--- src/rtl/dsp_pkg.sv ---
// Shared DSP datapath definitions: multiplier FSM states, default datapath
// width and the Booth recoding pairs examined on each iteration.
`timescale 1ns/1ps
package dsp_pkg;

   typedef enum logic [1:0] {
      IDLE,
      RUN,
      DONE
   } mult_state_t;

   localparam int DSP_WIDTH = 8;

   // {current LSB, previously shifted-out bit}
   localparam logic [1:0] BOOTH_SUB = 2'b10;
   localparam logic [1:0] BOOTH_ADD = 2'b01;

endpackage

--- src/rtl/seq_multiplier.sv ---
// Iterative signed radix-2 Booth multiplier, one result per n+1 cycles.
// Optional Qn-1 fractional output port enabled by defining DSP_MULT_FRAC_EN.
`timescale 1ns/1ps
module seq_multiplier
   import dsp_pkg::*;
#(
   parameter int n = DSP_WIDTH
) (
   input  logic              clk,
   input  logic              rst,
   input  logic              start,
   input  logic [n-1:0]      a,
   input  logic [n-1:0]      b,
   output logic              busy,
   output logic              done,
   output logic [2*n-1:0]    product
`ifdef DSP_MULT_FRAC_EN
   ,
   output logic [n-1:0]      frac_result
`endif
);

   localparam int CW = $clog2(n + 1);

   mult_state_t             state, state_nxt;
   logic signed [n-1:0]     mcand;
   logic signed [2*n:0]     acc, acc_step;
   logic [CW-1:0]           cnt;
   logic signed [n:0]       upper_ext, addend, sum;
   logic                    accept;

`ifdef DSP_MULT_FRAC_EN
   localparam logic signed [2*n-1:0] FRAC_MAX = {{(n+1){1'b0}}, {(n-1){1'b1}}};

   // Only (-1.0)*(-1.0) lands above the Qn-1 range after the shift.
   function automatic logic signed [n-1:0] sat_frac(input logic signed [2*n-1:0] p);
      logic signed [2*n-1:0] s;
      s = p >>> (n - 1);
      if (s > FRAC_MAX)
         return FRAC_MAX[n-1:0];
      return s[n-1:0];
   endfunction
`endif

   // Booth step: the upper half is widened to n+1 bits so subtracting the most
   // negative multiplicand cannot overflow; the extra bit survives the shift.
   always_comb begin
      upper_ext = {acc[2*n], acc[2*n:n+1]};
      addend    = {mcand[n-1], mcand};
      case (acc[1:0])
         BOOTH_SUB: sum = upper_ext - addend;
         BOOTH_ADD: sum = upper_ext + addend;
         default:   sum = upper_ext;
      endcase
      acc_step = {sum, acc[n:1]};
   end

   always_comb begin
      state_nxt = state;
      busy      = 1'b0;
      done      = 1'b0;
      accept    = 1'b0;
      case (state)
         IDLE: begin
            if (start) begin
               accept    = 1'b1;
               state_nxt = RUN;
            end
         end
         RUN: begin
            busy = 1'b1;
            if (cnt == '0)
               state_nxt = DONE;
         end
         DONE: begin
            done = 1'b1;
            if (start) begin
               accept    = 1'b1;
               state_nxt = RUN;
            end else begin
               state_nxt = IDLE;
            end
         end
         default: state_nxt = IDLE;
      endcase
   end

   always_ff @(posedge clk or posedge rst) begin
      if (rst) begin
         state       <= IDLE;
         mcand       <= '0;
         acc         <= '0;
         cnt         <= '0;
         product     <= '0;
`ifdef DSP_MULT_FRAC_EN
         frac_result <= '0;
`endif
      end else begin
         state <= state_nxt;
         if (accept) begin
            mcand <= a;
            acc   <= {{n{1'b0}}, b, 1'b0};
            cnt   <= CW'(n - 1);
         end else if (state == RUN) begin
            acc <= acc_step;
            if (cnt != '0) begin
               cnt <= cnt - CW'(1);
            end else begin
               product     <= acc_step[2*n:1];
`ifdef DSP_MULT_FRAC_EN
               frac_result <= sat_frac(acc_step[2*n:1]);
`endif
            end
         end
      end
   end

endmodule

--- config.mk ---
export PLATFORM = sky130hd
export DESIGN_NAME = seq_multiplier
export DESIGN_NICKNAME = d
export VERILOG_FILES = /design/src/rtl/dsp_pkg.sv /design/src/rtl/seq_multiplier.sv
export SDC_FILE = /design/constraint.sdc
export NUM_CORES = 1
export LEC_CHECK = 0
export CAP_MARGIN = 20
export CORE_AREA = 2 2 95 97
export DETAILED_ROUTE_END_ITERATION = 10
export DIE_AREA = 0 0 97 99
export HOLD_SLACK_MARGIN = 0.12
export PLACE_DENSITY = 0.6
export SLEW_MARGIN = 20
export SYNTH_ARGS = -nofsm -noshare
export SYNTH_HDL_FRONTEND = slang
export SYNTH_SLANG_ARGS = --single-unit
--- constraint.sdc ---
create_clock -name clk -period 2.75 [get_ports clk]
set_input_delay 0.4125 -clock clk [delete_from_list [all_inputs] [get_ports clk]]
set_output_delay 0.4125 -clock clk [all_outputs]
set_load 0.05 [all_outputs]
Yosys cells after proc, flatten, opt, wreduce, memory -nomap -nowiden
Index checks and enable logic that the tools add are counted.
Storage, ports and cells
  register bits: 47
  input port bits: 19
  output and inout port bits: 18
  word-level logic and storage cells: 39
Cells by class
  equal/unequal tests: 6
  bitwise operators: 2
  $add $sub $neg: 3
  reduce and logical (&&, ||, !) cells: 9
  mux-type cells: 14
Operator list (number)
  $mux 17: 2
  $pmux 9 s2: 1
  $mux 4: 3
  $add 8x8->9: 1
  $sub 8x8->9: 1
  $pmux 2 s3: 1
  $mux 1: 5
  $eq 2x1->1 const B: 2
  $eq 2x2->1 const B: 2
  $logic_not 4->1: 1
  $mux 2: 2
  $ne 2x2->1 const B: 2
  $reduce_and 2->1: 2
  $reduce_bool 2->1: 2
  $reduce_bool 4->1: 1
  $sub 4x1->4 const B: 1
  $reduce_and 3->1: 1
  $logic_not 2->1: 1
  $not 1->1: 2
  $reduce_or 2->1: 1

Longest topological paths before layout
Gate-level depths: netlist of run 1.
  depth after elaboration: 5
  gate-level depth with buffers: 11
  mapped depth without buffers: 10

Least setup slack after synthesis of run 1
OpenSTA, ideal clock, no wires.
  path kind: flip-flop to flip-flop
  start: register acc[0]
  end: register product[15]
  arrival time: 2524 ps
  path slack: 157 ps
  path buffers: 1
  setup time: 69 ps
  period minus slack after synthesis: 2593 ps
  stages on the path, launching flop included: 11
  cell sequence: dfrtp_1 > ha_1 > buf_2 > a31oi_1 > xor2_1 > ha_1 > a21o_1 > a31o_1 > or4_4 > a211o_1 > nand3_1
Between the ends
  word-level cells in the longest chain between the ends: 2
Ends and longest elaborated chain
  from (decl): line seq_multiplier.sv:27  | logic signed [2*n:0] acc, acc_step;
  from (signal assigned): line seq_multiplier.sv:102  | acc <= {{n{1'b0}}, b, 1'b0};
  from (signal assigned): line seq_multiplier.sv:105  | acc <= acc_step;
  $eq 2x1->1 / $eq 2x2->1 (equally long branches): line seq_multiplier.sv:50  | case (acc[1:0])
  $pmux 9 s2 (*): line seq_multiplier.sv:50
  to (signal assigned): line seq_multiplier.sv:109  | product <= acc_step[2*n:1];
  to (decl): line seq_multiplier.sv:16  | output logic [2*n-1:0] product
Every way passes the cells marked *; elsewhere a longest branch is shown, timed or not.
A chain may end at the register's enable or synchronous reset.

Worst setup path after layout of run 1
Ends and elaborated chain as after synthesis.

==> flow_metrics.env, run 1 <==
export IMPL_syn_inst=289
export IMPL_fillCellCount=864
export IMPL_rsz0062_at_grt="true"
export IMPL_vias_per_cell=4.853
export IMPL_die_y_um=99
export IMPL_grt_pass1_vias=2151
export IMPL_multi_input_area_mm2=0.001324
export IMPL_ff_latch_area_mm2=0.001176
export IMPL_min_period_ps=2691
export IMPL_floorplan_rows=34
export IMPL_tns_ps=0
export IMPL_place_gp_congestion=0.9410
export IMPL_crit_path_top_delay_cell="or4_4"
export IMPL_pre_cts_ws_ps=-11.62
export IMPL_end_kind="flop"
export IMPL_r2r_cells=9
export IMPL_start_kind="flop"
export IMPL_fmax_mhz=371.6
export IMPL_drive_gt1_share_pct=10.18
export IMPL_grt_pass1_wl_um=10210
export IMPL_fin_skew_ps=6.052
export IMPL_drt_iter0_drc=86
export IMPL_h_tree_depth=2
export IMPL_reg2reg_from="acc[0]"
export IMPL_drt_wl_total_um=6166
export IMPL_worst_pin_slew_ps=607.8
export IMPL_instances_no_fill=442
export IMPL_maxCapViolCount=0
export IMPL_grt_max_degree=48
export IMPL_crit_start="acc[0]"
export IMPL_drt_pass1_iter_count=4
export IMPL_ant_nets=0
export IMPL_cts_num_sinks=47
export IMPL_syn_cell_area_mm2=0.002536
export IMPL_drc_errors=0
export IMPL_dieArea_mm2=0.009603
export IMPL_setup_viol=0
export IMPL_wl_per_cell_um=13.95
export IMPL_diodes=0
export IMPL_finalHoldViolCount=0
export IMPL_synth_nets=322
export IMPL_timing_hold_ws_ps=480.7
export IMPL_synth_area_top_cells="dfrtp_1 46%, nand2_1 11%, ha_1 6.4%"
export IMPL_slew_headroom_pct=59.48
export IMPL_start_util_pct=29.66
export IMPL_root_buffer="clkbuf_8"
export IMPL_crit_end="product[15]"
export IMPL_r2r_slack_ps=60
export IMPL_synth_largest_area_cell="dfrtp_1"
export IMPL_ys_types=43
export IMPL_track_usage_pct=12.84
export IMPL_ys_ff_latch=47
export IMPL_cp_max_fo=8
export IMPL_areaGrowthSynthToFinish_pct=27.92
export IMPL_async_flop_share_pct=100.0
export IMPL_portBuffers=36
export IMPL_synth_area_per_cell_um2=8.776
export IMPL_path_cells="ha_4, a31oi_2, xor2_1, ha_1, a21o_1, a31o_1, or4_4, a211o_1, nand3_1"
export IMPL_maxSlewViolCount=0
export IMPL_die_w_um=97
export IMPL_antenna_found_initial=0
export IMPL_period_share_pct=97.85
export IMPL_dpl_cell_count=433
export IMPL_finalNetCount=367
export IMPL_cts_made_buffers=5
export IMPL_hold_buffers=0
export IMPL_cts_tree="built"
export IMPL_synth_edf_count=0
export IMPL_max_stage_delay_ps=510
export IMPL_vias=2145
export IMPL_ys_flop_type="dfrtp_1"
export IMPL_clk_latency_ps=300
export IMPL_worstSetupPathType="reg2reg"
export IMPL_hold_path_class="reg2reg"
export IMPL_r2r_end="product[15]"
export IMPL_overflow=0
export IMPL_dp_hpwl_um=4433
export IMPL_path_clk_slew_ps=90
export IMPL_arrival_ps=2930
export IMPL_fin_ws_ps=58.99
export IMPL_synth_top_area_share_pct=46.37
export IMPL_cts_buffer_depth=2
export IMPL_cp_required_ps=2990
export IMPL_ys_seq_area_share_pct=46.37
export IMPL_ios=37
export IMPL_design_core_area_mm2=0.008551
export IMPL_status="finished, final reports clean"
export IMPL_yosys_warnings=0
[how the worst min path moves through the flow]
stage	start	end	slack, ps	depth (start not counted)
after floorplan	acc[0]	acc[0]	460	2
after global placement	product[2]	product[2]	460	2
after detailed placement	product[1]	product[1]	470	2
after CTS	product[6]	product[6]	490	2
after global routing	product[6]	product[6]	520	2
final	product[4]	product[4]	480	2
[cell families (layout without fill, tap and decap cells)]
| logic type | Yosys count | in the layout | share of synthesized area (%) |
|---|---|---|---|
| AOI/OAI and AO/OA | 62 | 62 | 15.69 |
| xor gates and xnor gates | 12 | 12 | 4.144 |
| adders and majority gates | 14 | 14 | 7.203 |
| buffers and inverters | 25 | 70 | 3.749 |
| DFF | 47 | 47 | 46.37 |
| muxes | 4 | 4 | 1.677 |
| and+or+nand+nor | 125 | 125 | 21.16 |
[area by class of cell]
| class | instances | share of cell area, % |
|---|---|---|
| Clock buffer | 6 | 2.237 |
| Clock inverter | 1 | 0.9256 |
| Inverter | 15 | 1.735 |
| Multi-Input combinational cell | 217 | 40.80 |
| Sequential cell | 47 | 36.25 |
| Tap cell | 108 | 4.165 |
| Timing Repair Buffer | 48 | 13.88 |
[flip-flops by register name (all words and copies together), names as in the netlist]
name     flops
acc         17
state        2
cnt          4
mcand        8
product     16
[cells in the mapped netlist, types with 3 or more instances]
library cell,number
nand2_1,77
dfrtp_1,47
o21ai_0,24
nor2_1,16
inv_1,14
ha_1,13
nor3_1,10
clkbuf_1,9
a22oi_1,7
nand3_1,7
xor2_1,7
a21oi_1,6
a21o_1,5
xnor2_1,5
a31oi_1,4
nor2b_1,4
nand2b_1,3
[metrics by stage]
stage               util [%]  cell area [um^2]
finish                 37.94              3244
CTS                    37.11              3173
global placement       35.88              3068
detailed placement     35.88              3068
global route           37.94              3244
floorplan                  -              2536
[per-layer routing]
metal  part of all wire (%)  global-route usage, %  vias to the layer above
li1                       -                      -                     1076
met1                     46                  16.39                     1003
met2                     47                  21.42                       51
met3                    4.5                  2.695                       15
met4                    2.8                  4.984                        0
met5                      0                      0                        -
[placed cells by master, fill, tap and decap left out, types with 2 or more instances in the layout]
cell             netlist  final
buf_4                  0     12
a211o_1                2      2
nand2_1               77     77
nand2b_1               3      3
inv_2                  1      2
a31oi_2                0      3
nand3_1                7      7
xor2_1                 7      7
nor2b_1                4      4
nand4_1                2      2
nor3_1                10      9
a22oi_1                7      7
inv_1                 14     13
ha_1                  13     11
a21o_1                 5      5
a22o_1                 2      2
clkbuf_8               0      5
dfrtp_1               47     47
a21oi_1                6      5
xnor2_1                5      5
nor2_1                16     14
o21ai_0               24     24
clkdlybuf4s50_1        0     36
mux2i_1                2      2
[worst max-delay path: cells and delay by family (launching register included)]
family | cells | cell delay [ps]
adder cells (fa/ha/maj) | 2 | 520
AO/OA/AOI/OAI | 4 | 910
flip-flops | 1 | 420
XOR/XNOR | 1 | 180
AND/OR/NAND/NOR | 2 | 590
[repair_timing]
action	4_1_cts	5_1_grt
pin swaps	0	5
gates resized for setup	1	12
setup endpoints to repair	3	4
setup buffers	0	2
Power of run 1 is not shown: default switching activity piles up to over one toggle a cycle in this logic, so the estimate is an artifact.
==> run 2: changes to the inputs <==
--- a/config.mk
+++ b/config.mk
@@ -7,9 +7,11 @@
 export LEC_CHECK = 0
 export CAP_MARGIN = 20
+export CELL_PAD_IN_SITES_DETAIL_PLACEMENT = 0
+export CELL_PAD_IN_SITES_GLOBAL_PLACEMENT = 2
 export CORE_AREA = 2 2 95 97
 export DETAILED_ROUTE_END_ITERATION = 10
 export DIE_AREA = 0 0 97 99
 export HOLD_SLACK_MARGIN = 0.12
-export PLACE_DENSITY = 0.6
+export PLACE_DENSITY = 0.85
 export SLEW_MARGIN = 20
 export SYNTH_ARGS = -nofsm -noshare
==> constraint.sdc (replaced) <==
create_clock -name clk -period 2.75 [get_ports clk]
set_input_delay 0.55 -clock clk [delete_from_list [all_inputs] [get_ports clk]]
set_output_delay 0.55 -clock clk [all_outputs]
set_load 0.005 [all_outputs]
==> run 2 against run 1 <==
Compared with the run above:
- non-clock buffer count fell by 1
- maximum frequency rose by 2.1%
- die area did not move
- register-to-register slack improved by 60 ps
- worst hold slack improved by 1.2 ps
- utilization fell by 0.41 points
- critical endpoint is now acc[16]
- largest cell class unchanged
==> flow_metrics.env, run 2 (same netlist as run 1, synthesis figures left out) <==
export IMPL_status="finished, final reports clean"
export IMPL_finalHoldViolCount=0
export IMPL_dpl_cell_count=433
export IMPL_fmax_mhz=379.6
export IMPL_top_regs="acc x17, product x16, mcand x8"
export IMPL_hold_path_class="reg2reg"
export IMPL_diodes=0
export IMPL_design_core_area_mm2=0.008551
export IMPL_pre_cts_ws_ps=58.87
export IMPL_overflow=0
export IMPL_antenna_found_initial=0
export IMPL_ff_latch_area_mm2=0.001176
export IMPL_cts_made_buffers=5
export IMPL_worst_pin_slew_ps=504.4
export IMPL_portBuffers=36
export IMPL_final_cell_mix="77 x nand2_1, 47 x dfrtp_1, 36 x clkdlybuf4s50_1"
export IMPL_rsz0062_at_grt="false"
export IMPL_max_flop_register="acc"
export IMPL_min_period_ps=2634
export IMPL_ant_nets=0
export IMPL_slew_headroom_pct=65.50
export IMPL_ios=37
export IMPL_vias=2125
export IMPL_period_share_pct=95.80
export IMPL_instances_no_fill=442
export IMPL_place_gp_congestion=0.8521
export IMPL_drive_gt1_share_pct=9.281
export IMPL_fillCellCount=866
export IMPL_final_util_pct=37.53
export IMPL_cts_num_sinks=47
export IMPL_die_y_um=99
export IMPL_drc_errors=0
export IMPL_h_tree_depth=2
export IMPL_maxCapViolCount=0
export IMPL_ir_drop_v=0.0004928
export IMPL_final_common_cell="nand2_1"
export IMPL_largest_register_ff_count=17
export IMPL_timing_hold_ws_ps=482.0
export IMPL_areaGrowthSynthToFinish_pct=26.54
export IMPL_arrival_ps=2870
export IMPL_wl_per_cell_um=13.82
export IMPL_cp_max_fo=4
export IMPL_setup_viol=0
export IMPL_clk_latency_ps=310
export IMPL_start_kind="flop"
export IMPL_end_kind="flop"
export IMPL_power_density_mw_per_mm2=1508
export IMPL_start_util_pct=29.66
export IMPL_drt_wl_total_um=6108
export IMPL_dieArea_mm2=0.009603
export IMPL_grt_pass1_vias=2160
export IMPL_finalNetCount=366
export IMPL_multi_input_area_mm2=0.001297
export IMPL_root_buffer="clkbuf_8"
export IMPL_maxSlewViolCount=0
export IMPL_fin_skew_ps=12.27
export IMPL_cts_buffer_depth=2
export IMPL_hold_buffers=0
export IMPL_dp_hpwl_um=4448
export IMPL_grt_max_degree=27
export IMPL_die_w_um=97
export IMPL_cts_tree="built"
export IMPL_drt_pass1_iter_count=4
export IMPL_grt_pass1_wl_um=10400
export IMPL_leakage_nw=1.488
export IMPL_tns_ps=0
export IMPL_track_usage_pct=13.14
export IMPL_vias_per_cell=4.808
export IMPL_cp_required_ps=2980
export IMPL_drt_iter0_drc=129
export IMPL_path_clk_slew_ps=90
export IMPL_floorplan_rows=34
export IMPL_worstSetupPathType="reg2reg"
export IMPL_fin_ws_ps=115.5
[run 2: cell count changes in the layout (fill, tap and decap cells not counted), sizes merged]
cell	previous run	this run
clkinvlp	0	2
buf	12	11
bufinv	1	0
clkbuf	6	5
clkinv	0	1
[run 2: critical path: stages, from the launching register on]
cell     delay (ps)
dfrtp_1         410
buf_4           160
nor2_1          140
a31oi_1         120
xor2_1          160
ha_1            290
a21o_1          190
a31o_1          230
or4_4           510
a211o_1         280
o21ai_1          80
[run 2: report_power, final]
| part | leakage, nW | total (mW) | internal (mW) | switching [mW] |
|---|---|---|---|---|
| combinational | 0.865 | 3.13 | 1.44 | 1.68 |
| clock | 0.0402 | 0.428 | 0.177 | 0.250 |
| sequential | 0.584 | 1.28 | 1.02 | 0.259 |
[run 2: path summary, 6_finish.rpt]
| kind | end | cells after the start | from | slack, ps |
|---|---|---|---|---|
| hold reg to reg | product[9] | 2 | product[9] | 480 |
| setup / recovery | acc[16] | 10 | mcand[0] | 120 |
| setup reg to reg | acc[16] | 10 | mcand[0] | 120 |
| max in group asynchronous | acc[10] | 3 | rst | 1630 |
| min in group asynchronous | cnt[1] | 2 | rst | 590 |
| hold / removal | product[9] | 2 | product[9] | 480 |
[run 2: cell type report]
class,count,share of cell area [%]
Inverter,15,1.754
Sequential cell,47,36.65
Timing Repair Buffer,47,14.19
Tap cell,108,4.211
Clock buffer,5,2.144
Clock inverter,3,0.6238
Multi-Input combinational cell,217,40.43
[run 2: repair_timing]
item / in CTS / in global routing
gates resized for setup: 0 / 7
endpoints found under the setup margin: 0 / 7
setup buffers: 0 / 1
[run 2: through the flow]
stage / cell area (um^2) / total power, mW
4_1_cts: 3169 / 4.749
5_1_grt: 3209 / 5.342
3_3_place_gp: 3080 / 4.273
6_report: 3209 / 4.840
3_5_place_dp: 3080 / 4.301
2_1_floorplan: 2536 / 3.323
[run 2: metal layers]
| layer | routed length (um) | track usage (%) |
|---|---|---|
| met1 | 3028 | 17.80 |
| met2 | 2842 | 22.06 |
| met3 | 182 | 2.199 |
| met4 | 55 | 3.250 |
| met5 | 0 | 0 |
(Power assumes the default switching activity.)
==> RTL edit 1, RTL diff (settings of run 2) <==
Add a define of `DSP_MULT_FRAC_EN`.
--- a/src/rtl/seq_multiplier.sv
+++ b/src/rtl/seq_multiplier.sv
@@ -2,4 +2,6 @@
 // Optional Qn-1 fractional output port enabled by defining DSP_MULT_FRAC_EN.
 `timescale 1ns/1ps
+`define DSP_MULT_FRAC_EN
+
 module seq_multiplier
    import dsp_pkg::*;
Formal check against the unedited RTL (old outputs only; new: frac_result): equivalent (equiv_simple and equiv_induct, registers matched by name and starting in step).
==> RTL edit 1 against run 2 <==
Sequential cell count grew 8; final area grew 17%; setup slack lost 0.085 ns; total power grew 24%; area after synthesis grew 12%; global-route usage grew 1.3 points; maximum frequency shrank 3.1%; first-iteration DRC count shrank 60%; routed wire length grew 11%; critical path type unchanged; critical endpoint unchanged; largest power group unchanged; highest routed layer unchanged.
==> RTL edit 1: results (changes against run 2) <==
wirelength_mm: 6.76  # was 6.11 mm
postCtsSetupBuffers: 2  # was 0
syn-num-nets: 336  # was 322
nNetsFinal: 396  # was 366
place.gp.congestion: 0.810  # was 0.852
slew_headroom_pct: 40.1  # was 65.5%
gr-usage-all-layers_pct: 14.4  # was 13.1%
grt_pass1_vias: 2424  # was 2160
dp_hpwl_mm: 4.82  # was 4.45 mm
globalRouteMet3Util_pct: 2.77  # was 2.20%
met2_length_mm: 3.33  # was 2.84 mm
rrSetupSlack_ns: 0.03  # was 0.12 ns
crit_slowest_cell: "dfrtp_1"  # was or4_4
clkTransAtPathRegs_ns: 0.11  # was 0.09 ns
yosysSeqAreaShare_pct: 48.6  # was 46.4%
grt_start_max_net_pins: 32  # was 27
skew_ns: 0.0149  # was 0.0123 ns
outcome: "complete, no violations"  # unchanged
hold_path_end: "product[2]"  # was product[9]
startpoint: "mcand[0]"  # unchanged
cts_resized: 8  # was 0
drt_iter0_drc: 51  # was 129
grt_pass1_wl_mm: 11.4  # was 10.4 mm
critPathMaxStageDelay_ns: 0.44  # was 0.51 ns
wire_per_inst_um: 14.4  # was 13.8 um
place_inst: 455  # was 433
synth.avg_cell_area_sq_um: 9.38  # was 8.78 sq um
cp_max_fo: 3  # was 4
netlist_top_cells_area: "dfrtp_1, nand2_1, ha_1, nor2_1, o21ai_0"  # was dfrtp_1, nand2_1, ha_1, o21ai_0, xor2_1
port_buffers: 44  # was 36
worstHoldStart: "product[2]"  # was product[9]
route.met3.wl_um: 154  # was 182 um
reg2reg_depth: 11  # was 10
reg.largest.list: "acc x17, product x16"  # was acc x17, product x16, mcand x8
synth_common_cells: "nand2_1, dfrtp_1, nor2_1"  # was nand2_1, dfrtp_1, o21ai_0
crit_family: "adder cells"  # was compound AO/OA/AOI/OAI gates
ir_drop_mv: 0.655  # was 0.493 mV
fillers: 812  # was 866
final_layout_size_suffix_gt1_share_pct: 17.6  # was 9.28%
p_switching_mw: 2.59  # was 2.19 mW
hold-path-cell-count: 2  # unchanged
wl_met1_mm: 3.14  # was 3.03 mm
r2r_end: "acc[16]"  # unchanged
arrival_ns: 2.94  # was 2.87 ns
power_leakage_nw: 1.73  # was 1.49 nW
grt_use_met1_pct: 18.4  # was 17.8%
placed_cell_area_sq_um: 3480  # was 3080 sq um
-- RTL edit 1: cell count changes after synthesis, sizes merged, moves of 3 or more --
| cell | run 2 | this run |
|---|---|---|
| nor2 | 16 | 29 |
| inv | 15 | 12 |
| o21ai | 25 | 22 |
| and3 | 1 | 5 |
| nand3 | 7 | 1 |
| nor3 | 10 | 3 |
| dfrtp | 47 | 55 |
| a31oi | 4 | 7 |
| xnor2 | 5 | 8 |
| nand2 | 77 | 71 |
| a21oi | 6 | 15 |
-- RTL edit 1: logic make-up after synthesis --
logic type / count (synthesis) / share of synthesized area, %
mux: 4 / 1.46
buf+inv: 26 / 3.66
compound gates: 66 / 15.8
fa+ha+maj: 15 / 6.89
xor+xnor: 16 / 5.43
simple gates: 120 / 18.2
flops: 55 / 48.6
-- RTL edit 1: worst reg2reg max path: stages (launching register included) --
cell and delay [ns]:
dfrtp_1 0.44, inv_2 0.09, ha_2 0.26, mux2_4 0.29, fa_2 0.36, nand3_2 0.09
a21oi_2 0.07, a311oi_4 0.34, mux2i_2 0.30, buf_4 0.15, nor2_1 0.04, o21ba_2 0.21
-- RTL edit 1: worst max-delay path by stage --
| stage | end | slack [ns] |
|---|---|---|
| 2_1_floorplan | frac_result[7] | 0.05 |
| 3_3_place_gp | acc[16] | -0.09 |
| 3_5_place_dp | acc[16] | -0.13 |
| 4_1_cts | frac_result[4] | 0.01 |
| 5_1_grt | acc[16] | -0.08 |
| 6_report | acc[16] | 0.03 |
-- RTL edit 1: metrics by stage --
| step | util [%] | setup slack, ns | setup TNS, ns | total power, mW | hold WS, ns |
|---|---|---|---|---|---|
| 6_report | 43.9 | 0.0306 | 0 | 6.02 | 0.497 |
| 4_1_cts | 42.4 | 0.00989 | 0 | 5.65 | 0.499 |
| 3_5_place_dp | 40.6 | -0.129 | -0.931 | 5.02 | 0.461 |
| 3_3_place_gp | 40.6 | -0.0916 | -0.483 | 4.97 | 0.465 |
| 5_1_grt | 43.9 | -0.0839 | -0.305 | 6.57 | 0.517 |
| 2_1_floorplan | - | 0.0476 | 0 | 3.86 | 0.456 |
-- RTL edit 1: area by class of cell --
| class | count | area share [%] |
|---|---|---|
| inverters | 12 | 1.20 |
| flip-flops and latches | 55 | 36.7 |
| well taps | 108 | 3.60 |
| repair buffers | 67 | 16.8 |
| clock inverters | 3 | 0.600 |
| multi-input cells | 221 | 39.3 |
| clock buffers | 5 | 1.83 |
-- RTL edit 1: power by group through the flow --
stage / logic [mW] / registers [mW] / clock network, mW
2_1_floorplan: 2.39 / 1.47 / 0
3_3_place_gp: 3.45 / 1.52 / 0
3_5_place_dp: 3.50 / 1.52 / 0
4_1_cts: 3.65 / 1.52 / 0.479
5_1_grt: 4.46 / 1.59 / 0.509
6_report: 4.02 / 1.54 / 0.463
==> RTL edit 2, RTL diff (flow settings as in run 2) <==
Made on the original files. Add an input register stage for `start`, `a` and `b`; this delays them by one clock.
--- a/src/rtl/seq_multiplier.sv
+++ b/src/rtl/seq_multiplier.sv
@@ -22,4 +22,14 @@
 
    localparam int CW = $clog2(n + 1);
+
+   logic start_q;
+   logic [n-1:0] a_q;
+   logic [n-1:0] b_q;
+
+   always_ff @(posedge clk) begin
+      start_q <= start;
+      a_q     <= a;
+      b_q     <= b;
+   end
 
    mult_state_t             state, state_nxt;
@@ -63,5 +73,5 @@
       case (state)
          IDLE: begin
-            if (start) begin
+            if (start_q) begin
                accept    = 1'b1;
                state_nxt = RUN;
@@ -75,5 +85,5 @@
          DONE: begin
             done = 1'b1;
-            if (start) begin
+            if (start_q) begin
                accept    = 1'b1;
                state_nxt = RUN;
@@ -99,6 +109,6 @@
          state <= state_nxt;
          if (accept) begin
-            mcand <= a;
-            acc   <= {{n{1'b0}}, b, 1'b0};
+            mcand <= a_q;
+            acc   <= {{n{1'b0}}, b_q, 1'b0};
             cnt   <= CW'(n - 1);
          end else if (state == RUN) begin
Check against the original RTL: not equivalent (a bounded check fails within 4 cycles, from zero or initial values and one cycle with rst high).
==> RTL edit 2 against run 2 <==
Via count decreased by 3.5%; total power rose by 7.1%; largest cell class is now sequential cells; combinational power decreased by 15%; final area grew 11%; highest routed layer unchanged; area after synthesis is 10% higher; die area unchanged; synthesized cell count fell by 1.4%; routed wire length fell by 10%; setup slack better by 0.029 ns; sequential cell count up 17; maximum frequency rose by 1.1%.
==> RTL edit 2: results (changes against run 2) <==
stdcell_count: 443  # was 442
syn-num-nets: 317  # was 322
syn_inst: 285  # was 289
reg2reg_depth: 9  # was 10
netlist_top_cells_area: "dfrtp_1, dfxtp_1, nand2_1, ha_1, o21ai_0"  # was dfrtp_1, nand2_1, ha_1, o21ai_0, xor2_1
arrival_ns: 2.83  # was 2.87 ns
place_ws_ns: 0.0697  # was 0.0589 ns
insertion_delay_ns: 0.34  # was 0.31 ns
outcome: "complete, no violations"  # unchanged
register_area_sq_um: 1520  # was 1180 sq um
synth_common_cells: "nand2_1, dfrtp_1, o21ai_0"  # unchanged
critPathMaxStageDelay_ns: 0.48  # was 0.51 ns
placed_cell_area_sq_um: 3300  # was 3080 sq um
gr-usage-all-layers_pct: 12.4  # was 13.1%
place.gp.congestion: 0.791  # was 0.852
crit_family: "simple AND/OR/NAND/NOR gates"  # was compound AO/OA/AOI/OAI gates
final_layout_size_suffix_gt1_share_pct: 11.0  # was 9.28%
rrSetupSlack_ns: 0.14  # was 0.12 ns
grt_pass1_vias: 1940  # was 2160
internal_power_mw: 3.17  # was 2.65 mW
skew_ns: 0.0106  # was 0.0123 ns
grt_start_max_net_pins: 23  # was 27
power_leakage_nw: 1.66  # was 1.49 nW
synth_fa_ha_area_share_pct: 6.09  # was 7.20%
hold_ws_ns: 0.416  # was 0.482 ns
seqPwrFrac_pct: 29.7  # was 26.5%
synth_cell_type_count: 41  # was 43
clockPowerShare_pct: 19.2  # was 8.8%
grt_pass1_wl_mm: 9.30  # was 10.4 mm
ir_drop_mv: 0.460  # was 0.493 mV
synth-compound-area-share_pct: 13.6  # was 15.7%
synthArstFlopShare_pct: 73.4  # was 100%
dp_hpwl_mm: 4.07  # was 4.45 mm
synthXorXnorAreaFrac_pct: 4.39  # was 4.14%
p_switching_mw: 2.01  # was 2.19 mW
grt_use_met1_pct: 15.9  # was 17.8%
fin_crit_ns: 2.61  # was 2.63 ns
drt_iter0_drc: 117  # was 129
grtUsageMet2_pct: 18.8  # was 22.1%
[RTL edit 2: cell types whose count changed in the layout (fill, tap and decap cells not counted), moves of 3 or more]
cell / delta
inv_1: -4
mux2i_1: +3
nand2_1: -3
clkbuf_8: +4
inv_6: +3
bufinv_16: +3
nor2_1: -3
nor3_1: -6
dfxtp_1: +17
nand3_1: -4
[RTL edit 2: worst reg2reg max path, delay by kind of cell, from the launching register on]
| family | cells | cell delay, ns |
|---|---|---|
| flip-flops | 1 | 0.41 |
| AO/OA/AOI/OAI | 3 | 0.40 |
| buffers and inverters | 1 | 0.08 |
| adder cells (fa/ha/maj) | 2 | 0.57 |
| AND/OR/NAND/NOR | 2 | 0.74 |
| multiplexers | 1 | 0.30 |
[RTL edit 2: cell families (layout without fill, tap and decap cells)]
group / count (synthesis) / after routing
buffers and inverters: 23 / 73
adders and majority gates: 13 / 13
DFF: 64 / 64
AOI/OAI and AO/OA: 60 / 60
muxes: 6 / 6
xor gates and xnor gates: 14 / 14
and+or+nand+nor: 105 / 105
[RTL edit 2: area by class of cell]
| type | instances | area share (%) |
|---|---|---|
| Clock buffer | 9 | 3.46 |
| Clock inverter | 7 | 3.46 |
| Inverter | 11 | 1.15 |
| Multi-Input combinational cell | 198 | 33.6 |
| Sequential cell | 64 | 42.4 |
| Tap cell | 108 | 3.78 |
| Timing Repair Buffer | 46 | 12.2 |
[RTL edit 2: layer usage]
metal  up-vias  part of all wire (%)
met5         -                     0
met3         4                   4.3
met2        40                    46
li1       1051                     -
met1       955                    48
met4         0                   1.5
[RTL edit 2: what timing repair did]
item / 4_1_cts / 5_1_grt
buffers inserted: 0 / 1
resized for setup: 0 / 4
endpoints found under the setup margin: 0 / 6
